`config.mk`:
```
export PLATFORM = sky130hd
export DESIGN_NAME = mem_access_unit
export DESIGN_NICKNAME = d
export VERILOG_FILES = /design/src/rtl/mem_access_unit.sv
export SDC_FILE = /design/constraint.sdc
export NUM_CORES = 1
export LEC_CHECK = 0
export BUFFER_PORTS_ARGS = -buffer_cell sky130_fd_sc_hd__buf_2
export CORE_UTILIZATION = 40
export DETAILED_ROUTE_END_ITERATION = 10
export GPL_ROUTABILITY_DRIVEN = 0
export GPL_TIMING_DRIVEN = 0
export HOLD_SLACK_MARGIN = 0.05
export PLACE_DENSITY = 0.58
export SYNTH_ARGS = -nofsm -noshare
export SYNTH_HDL_FRONTEND = slang
export SYNTH_SLANG_ARGS = --single-unit
```
`constraint.sdc`:
```
create_clock -name clk -period 6.4 [get_ports clk]
set_input_delay 0.96 -clock clk [delete_from_list [all_inputs] [get_ports clk]]
set_output_delay 0.96 -clock clk [all_outputs]
set_load 0.01 [all_outputs]
```
`src/rtl/mem_access_unit.sv`:
```
// mem_access_unit: memory-access stage between decode/execute and writeback.
// Accepts one load/store at a time and drives a word-addressed data-memory
// bus with a req/ack handshake. Load results are shifted to byte 0 and then
// sign- or zero-extended. Stores are lane-aligned with byte-lane strobes.
//
// Optional build macro MEM_ACCESS_SPLIT_EN: a misaligned H/W access is split
// into two word accesses (ACCESS -> ACCESS2) instead of raising err.
//
// Ports:
//   clk, rst                   clock, async active-high reset
//   in_valid / in_ready        request handshake from decode/execute
//   in_mem_op, in_mem_sel      operation (none/load/store/illegal) and size/sign
//   in_addr, in_wdata, in_rd   effective byte address, store data, load dest
//   dmem_req/we/addr/wstrb/wdata, dmem_ack/rdata   data-memory bus
//   wb_valid, wb_rd, wb_data   load result (pulse; rd/data held afterwards)
//   st_done                    store completion pulse
//   err                        misaligned/illegal access pulse
module mem_access_unit #(
  parameter int unsigned ADDR_W = 32
) (
  input  logic              clk,
  input  logic              rst,
  input  logic              in_valid,
  output logic              in_ready,
  input  logic [1:0]        in_mem_op,
  input  logic [2:0]        in_mem_sel,
  input  logic [ADDR_W-1:0] in_addr,
  input  logic [31:0]       in_wdata,
  input  logic [4:0]        in_rd,
  output logic              dmem_req,
  output logic              dmem_we,
  output logic [ADDR_W-1:0] dmem_addr,
  output logic [3:0]        dmem_wstrb,
  output logic [31:0]       dmem_wdata,
  input  logic              dmem_ack,
  input  logic [31:0]       dmem_rdata,
  output logic              wb_valid,
  output logic [4:0]        wb_rd,
  output logic [31:0]       wb_data,
  output logic              st_done,
  output logic              err
);

`ifdef MEM_ACCESS_SPLIT_EN
  localparam bit SPLIT_EN = 1'b1;
`else
  localparam bit SPLIT_EN = 1'b0;
`endif

  typedef enum logic [2:0] {
    S_IDLE,
    S_ACCESS,
    S_ACCESS2,
    S_DONE,
    S_FAULT
  } state_t;

  state_t state_q, state_d;

  // Latched request context
  logic        is_store_q, is_store_d;
  logic [2:0]  sel_q, sel_d;
  logic [1:0]  off_q, off_d;
  logic [4:0]  rd_q, rd_d;
  logic        split_q, split_d;
  logic [31:0] rdata1_q, rdata1_d;
  logic [3:0]  wstrb_hi_q, wstrb_hi_d;
  logic [31:0] wdata_hi_q, wdata_hi_d;

  // Next values of registered outputs
  logic              in_ready_d, req_d, we_d, wb_valid_d, st_done_d, err_d;
  logic [ADDR_W-1:0] addr_d;
  logic [3:0]        wstrb_d;
  logic [31:0]       wdata_d, wb_data_d;
  logic [4:0]        wb_rd_d;

  // Request classification
  logic        req_illegal, req_misaligned, req_store;
  logic [3:0]  strb_pat;
  logic [7:0]  strb8;
  logic [63:0] wdata_sh;
  logic [31:0] wdata_rep;
  logic [31:0] load_word, load_ext;

  assign req_store      = (in_mem_op == 2'b10);
  assign req_illegal    = (in_mem_op == 2'b11) || (in_mem_sel == 3'b011) ||
                          (in_mem_sel[2:1] == 2'b11) || (req_store && in_mem_sel[2]);
  assign req_misaligned = ((in_mem_sel[1:0] == 2'b01) && in_addr[0]) ||
                          ((in_mem_sel[1:0] == 2'b10) && (in_addr[1:0] != 2'b00));

  always_comb begin
    case (in_mem_sel[1:0])
      2'b00:   strb_pat = 4'b0001;
      2'b01:   strb_pat = 4'b0011;
      default: strb_pat = 4'b1111;
    endcase
  end

  // 8-lane strobe/data window spanning the addressed word and the next one
  assign strb8    = {4'b0000, strb_pat} << in_addr[1:0];
  assign wdata_sh = {32'b0, in_wdata} << {in_addr[1:0], 3'b000};

  always_comb begin
    case (in_mem_sel[1:0])
      2'b00:   wdata_rep = {4{in_wdata[7:0]}};
      2'b01:   wdata_rep = {2{in_wdata[15:0]}};
      default: wdata_rep = in_wdata;
    endcase
  end

  // Load byte window: second word (if split) sits above the first
  assign load_word = 32'((split_q ? {dmem_rdata, rdata1_q} : {32'b0, dmem_rdata})
                         >> {off_q, 3'b000});

  always_comb begin
    case (sel_q)
      3'b000:  load_ext = {{24{load_word[7]}}, load_word[7:0]};
      3'b001:  load_ext = {{16{load_word[15]}}, load_word[15:0]};
      3'b100:  load_ext = {24'b0, load_word[7:0]};
      3'b101:  load_ext = {16'b0, load_word[15:0]};
      default: load_ext = load_word;
    endcase
  end

  // Next-state and registered-output logic
  always_comb begin
    logic finish;
    logic hold;
    finish      = 1'b0;
    hold        = 1'b0;
    state_d     = state_q;
    in_ready_d  = 1'b0;
    req_d       = 1'b0;
    we_d        = 1'b0;
    addr_d      = '0;
    wstrb_d     = '0;
    wdata_d     = '0;
    wb_valid_d  = 1'b0;
    wb_rd_d     = wb_rd;
    wb_data_d   = wb_data;
    st_done_d   = 1'b0;
    err_d       = 1'b0;
    is_store_d  = is_store_q;
    sel_d       = sel_q;
    off_d       = off_q;
    rd_d        = rd_q;
    split_d     = split_q;
    rdata1_d    = rdata1_q;
    wstrb_hi_d  = wstrb_hi_q;
    wdata_hi_d  = wdata_hi_q;

    case (state_q)
      S_IDLE: begin
        in_ready_d = 1'b1;
        if (in_valid && (in_mem_op != 2'b00)) begin
          in_ready_d = 1'b0;
          is_store_d = req_store;
          sel_d      = in_mem_sel;
          off_d      = in_addr[1:0];
          rd_d       = in_rd;
          split_d    = req_misaligned;
          wstrb_hi_d = req_store ? strb8[7:4] : 4'b0000;
          wdata_hi_d = wdata_sh[63:32];
          if (req_illegal || (req_misaligned && !SPLIT_EN)) begin
            state_d = S_FAULT;
            err_d   = 1'b1;
          end else begin
            state_d = S_ACCESS;
            req_d   = 1'b1;
            we_d    = req_store;
            addr_d  = {in_addr[ADDR_W-1:2], 2'b00};
            wstrb_d = req_store ? strb8[3:0] : 4'b0000;
            wdata_d = !req_store ? 32'b0 : (req_misaligned ? wdata_sh[31:0] : wdata_rep);
          end
        end
      end
      S_ACCESS: begin
        if (dmem_ack && split_q) begin
          state_d  = S_ACCESS2;
          rdata1_d = dmem_rdata;
          req_d    = 1'b1;
          we_d     = is_store_q;
          addr_d   = dmem_addr + ADDR_W'(4);
          wstrb_d  = wstrb_hi_q;
          wdata_d  = is_store_q ? wdata_hi_q : 32'b0;
        end else if (dmem_ack) begin
          finish = 1'b1;
        end else begin
          hold = 1'b1;
        end
      end
      S_ACCESS2: begin
        if (dmem_ack) finish = 1'b1;
        else          hold   = 1'b1;
      end
      S_DONE, S_FAULT: begin
        state_d    = S_IDLE;
        in_ready_d = 1'b1;
      end
      default: begin
        state_d    = S_IDLE;
        in_ready_d = 1'b1;
      end
    endcase

    // Keep the bus stable until the access is acknowledged
    if (hold) begin
      req_d   = 1'b1;
      we_d    = dmem_we;
      addr_d  = dmem_addr;
      wstrb_d = dmem_wstrb;
      wdata_d = dmem_wdata;
    end

    if (finish) begin
      state_d = S_DONE;
      if (is_store_q) begin
        st_done_d = 1'b1;
      end else begin
        wb_valid_d = 1'b1;
        wb_rd_d    = rd_q;
        wb_data_d  = load_ext;
      end
    end
  end

  // State and output registers; reset drops dmem_req immediately
  always_ff @(posedge clk or posedge rst) begin
    if (rst) begin
      state_q    <= S_IDLE;
      in_ready   <= 1'b1;
      dmem_req   <= 1'b0;
      dmem_we    <= 1'b0;
      dmem_addr  <= '0;
      dmem_wstrb <= '0;
      dmem_wdata <= '0;
      wb_valid   <= 1'b0;
      wb_rd      <= '0;
      wb_data    <= '0;
      st_done    <= 1'b0;
      err        <= 1'b0;
      is_store_q <= 1'b0;
      sel_q      <= '0;
      off_q      <= '0;
      rd_q       <= '0;
      split_q    <= 1'b0;
      rdata1_q   <= '0;
      wstrb_hi_q <= '0;
      wdata_hi_q <= '0;
    end else begin
      state_q    <= state_d;
      in_ready   <= in_ready_d;
      dmem_req   <= req_d;
      dmem_we    <= we_d;
      dmem_addr  <= addr_d;
      dmem_wstrb <= wstrb_d;
      dmem_wdata <= wdata_d;
      wb_valid   <= wb_valid_d;
      wb_rd      <= wb_rd_d;
      wb_data    <= wb_data_d;
      st_done    <= st_done_d;
      err        <= err_d;
      is_store_q <= is_store_d;
      sel_q      <= sel_d;
      off_q      <= off_d;
      rd_q       <= rd_d;
      split_q    <= split_d;
      rdata1_q   <= rdata1_d;
      wstrb_hi_q <= wstrb_hi_d;
      wdata_hi_q <= wdata_hi_d;
    end
  end

endmodule

```
==> impl_metrics.json <==
{
  "cts-root-buf": "clkbuf_16",
  "fin_area_mm2": 0.0118,
  "post-route-min-period_ps": 2750,
  "avgSynthCellArea_um2": 8.78,
  "clock_latency_ps": 440,
  "setup.worst_path.start_class": "input pin",
  "drive_gt1_share_pct": 23.2,
  "crit_required_ps": 6760,
  "cts.sinks": 183,
  "routedWlPerCell_um": 19.5,
  "ff_latch_area_mm2": 0.00458,
  "drcViolationCount": 0,
  "initial_core_util_pct": 41.1,
  "setup_viol": 0,
  "post_cts_buffers": 0,
  "area_delta_synth_final_pct": 21.4,
  "holdBufCountCts": 0,
  "viasPerCell": 5.57,
  "ant_nets": 0,
  "worstSetupPathType": "input pin to flop",
  "grt_usage_pct": 26.7,
  "hold_class": "flop to flop",
  "nFillCells": 2357,
  "hold_start": "wdata_hi_q[19]",
  "cap_viol_max_count": 0,
  "grt_setup_unrepaired": "false",
  "fin_nets": 1453,
  "num_rows": 56,
  "multi_input_area_mm2": 0.00470,
  "crit_start": "in_mem_sel[0]",
  "cts_max_path_buffers": 2,
  "antenna_found_initial": 2,
  "first_pass_iters": 5,
  "grt_pass1_vias": 8886,
  "synth.distinct_cells": 67,
  "total_power_mw": 4.72,
  "h-tree-depth": 4,
  "placed_cell_area_mm2": 0.0112,
  "tightest_slew_ps": 1380,
  "skew_ps": 13.0,
  "worstPathMaxFanout": 8,
  "status": "complete, no violations",
  "dp_slack_ps": 3350,
  "coreArea_mm2": 0.0236,
  "cts_buffers": 17,
  "ys_warn_count": 0,
  "vias": 9322,
  "synthesis.area_mm2": 0.00971,
  "grt_overflow_total": 0,
  "synth_edf_count": 0,
  "clk_pin_slew_ps": 80,
  "reg2reg_from": "state_q[1]",
  "worstPathArrival_ps": 3110,
  "yosysSeqAreaShare_pct": 47.2,
  "wl_um": 32700,
  "hold_ws_ps": 472,
  "worst_setup_path_end_kind": "flop",
  "io_pins": 221,
  "pwr_density_cell_mw_per_mm2": 401,
  "finalCritPeriodShare_pct": 43.0,
  "synth-seq-cells": 183,
  "grt_max_degree": 98,
  "grt_pass1_wl_um": 50100,
  "max_freq_mhz": 363,
  "ctsResizeCount": 0,
  "hold_viol": 0,
  "slew-limit-headroom_pct": 6.79,
  "die_h_um": 158,
  "die_area_mm2": 0.0249,
  "drtIter0Drc": 749,
  "ys.flop_type": "dfrtp_1",
  "setup_tns_ps": 0,
  "synthArstFlopShare_pct": 100,
  "die_w_um": 158,
  "timing.final.ws_setup_ps": 3650,
  "port_buffers": 215,
  "dp_hpwl_um": 23700,
  "syn_inst": 1106,
  "cts_tree": "done",
  "finalMaxSlewViolations": 0,
  "p_leak_nw": 5.90,
  "ir_worst_vdd_mv": 0.209
}
power breakdown:
part	switching (mW)	leakage [nW]	total [mW]	internal (mW)
clock network	0.526	0.266	1.04	0.516
logic	1.21	3.23	1.94	0.726
registers	0.230	2.40	1.74	1.51
total	1.97	5.90	4.72	2.76
state kept, by name (all words and copies together) (netlist names), 2 cells and up:
register and flops:
rd_q 5, dmem_addr 30, dmem_wdata 32, state_q 3
dmem_wstrb 4, wb_rd 5, off_q 2, wstrb_hi_q 3
wdata_hi_q 24, sel_q 3, wb_data 32, rdata1_q 32
worst max-delay path, stage by stage:
cell	delay (ps)
clkbuf_1	320
inv_1	140
o21ai_0	1090
a22oi_1	330
o21ai_0	260
kinds of logic after synthesis:
group	synth area share (%)
AND/OR/NAND/NOR	22.3
AO/OA/AOI/OAI	16.4
flip-flops	47.2
buffers and inverters	4.42
multiplexers	9.20
XOR/XNOR	0.271
adder cells (fa/ha/maj)	0.232
other	0.0386
cells in the final DEF, fill, tap and decap left out, types with 12 or more instances in the layout:
cell type,count
nand2_1,260
nor3_1,12
mux2i_1,60
mux2_2,24
nand3_1,69
o22ai_1,14
buf_2,233
o21ai_0,78
a21oi_1,42
nor2_1,72
clkbuf_16,17
a22oi_1,43
clkbuf_1,55
dfrtp_1,182
nor2b_1,13
worst paths after layout:
path,endpoint,slack [ps],cells after the start
worst max-delay path,dmem_wdata[8],3650,5
worst min-delay path,wdata_hi_q[19],470,2
worst max register to register,dmem_wdata[13],3820,7
worst min register to register,wdata_hi_q[19],470,2
max in group asynchronous,wb_rd[2],4880,3
min in group asynchronous,rdata1_q[28],610,2
metrics by stage:
step	std cells	util, %
floorplan	1107	-
global placement	1641	47.4
detailed placement	1642	47.5
CTS	1674	49.9
global route	1675	49.9
finish	1675	49.9
metal layers:
| layer | global-route usage (%) | vias to the layer above | wire, µm |
|---|---|---|---|
| li1 | - | 4363 | - |
| met1 | 36.8 | 4514 | 14700 |
| met2 | 42.0 | 372 | 15000 |
| met3 | 4.11 | 71 | 2050 |
| met4 | 10.5 | 2 | 909 |
| met5 | 0 | - | 8 |
cell type report:
cell class	instances	area share (%)
Antenna cell	1	0.0212
Buffer	86	3.26
Clock buffer	17	3.61
Clock inverter	15	1.15
Inverter	12	0.446
Multi-Input combinational cell	826	39.9
Sequential cell	183	38.9
Tap cell	319	3.39
Timing Repair Buffer	216	9.36
cells in the mapped netlist, types with 3 or more instances:
master     count  area (µm²)
o31ai_1        3        22.5
o21ai_0       78         390
nor3_1        12        60.1
a221o_1        4        40.0
a2bb2oi_1      6        52.6
a22oi_1       43         323
xnor2_1        3        26.3
a221oi_1       8        70.1
buf_1          4        15.0
nand2_1      260         976
buf_4          6        45.0
a211oi_1       8        60.1
a31oi_1        6        37.5
or3_1          3        18.8
nor2b_1       13        81.3
inv_1         12        45.0
nand3_1       69         345
o22ai_1       14        87.6
buf_2         18        90.1
clkbuf_1      55         206
or2_2          3        18.8
and4_1         5        43.8
o211ai_1      11        82.6
nor2_1        72         270
dfrtp_1      182        4550
a21oi_1       42         210
mux2_2        24         270
o311ai_0       3        26.3
a22o_1         3        26.3
a21bo_2        3        30.0
and3_1        11        68.8
and2_1         6        37.5
nand4_1       10        62.6
mux2i_1       60         601
nand2b_1      10        62.6
No activity file was read; power rests on OpenSTA's default activity.
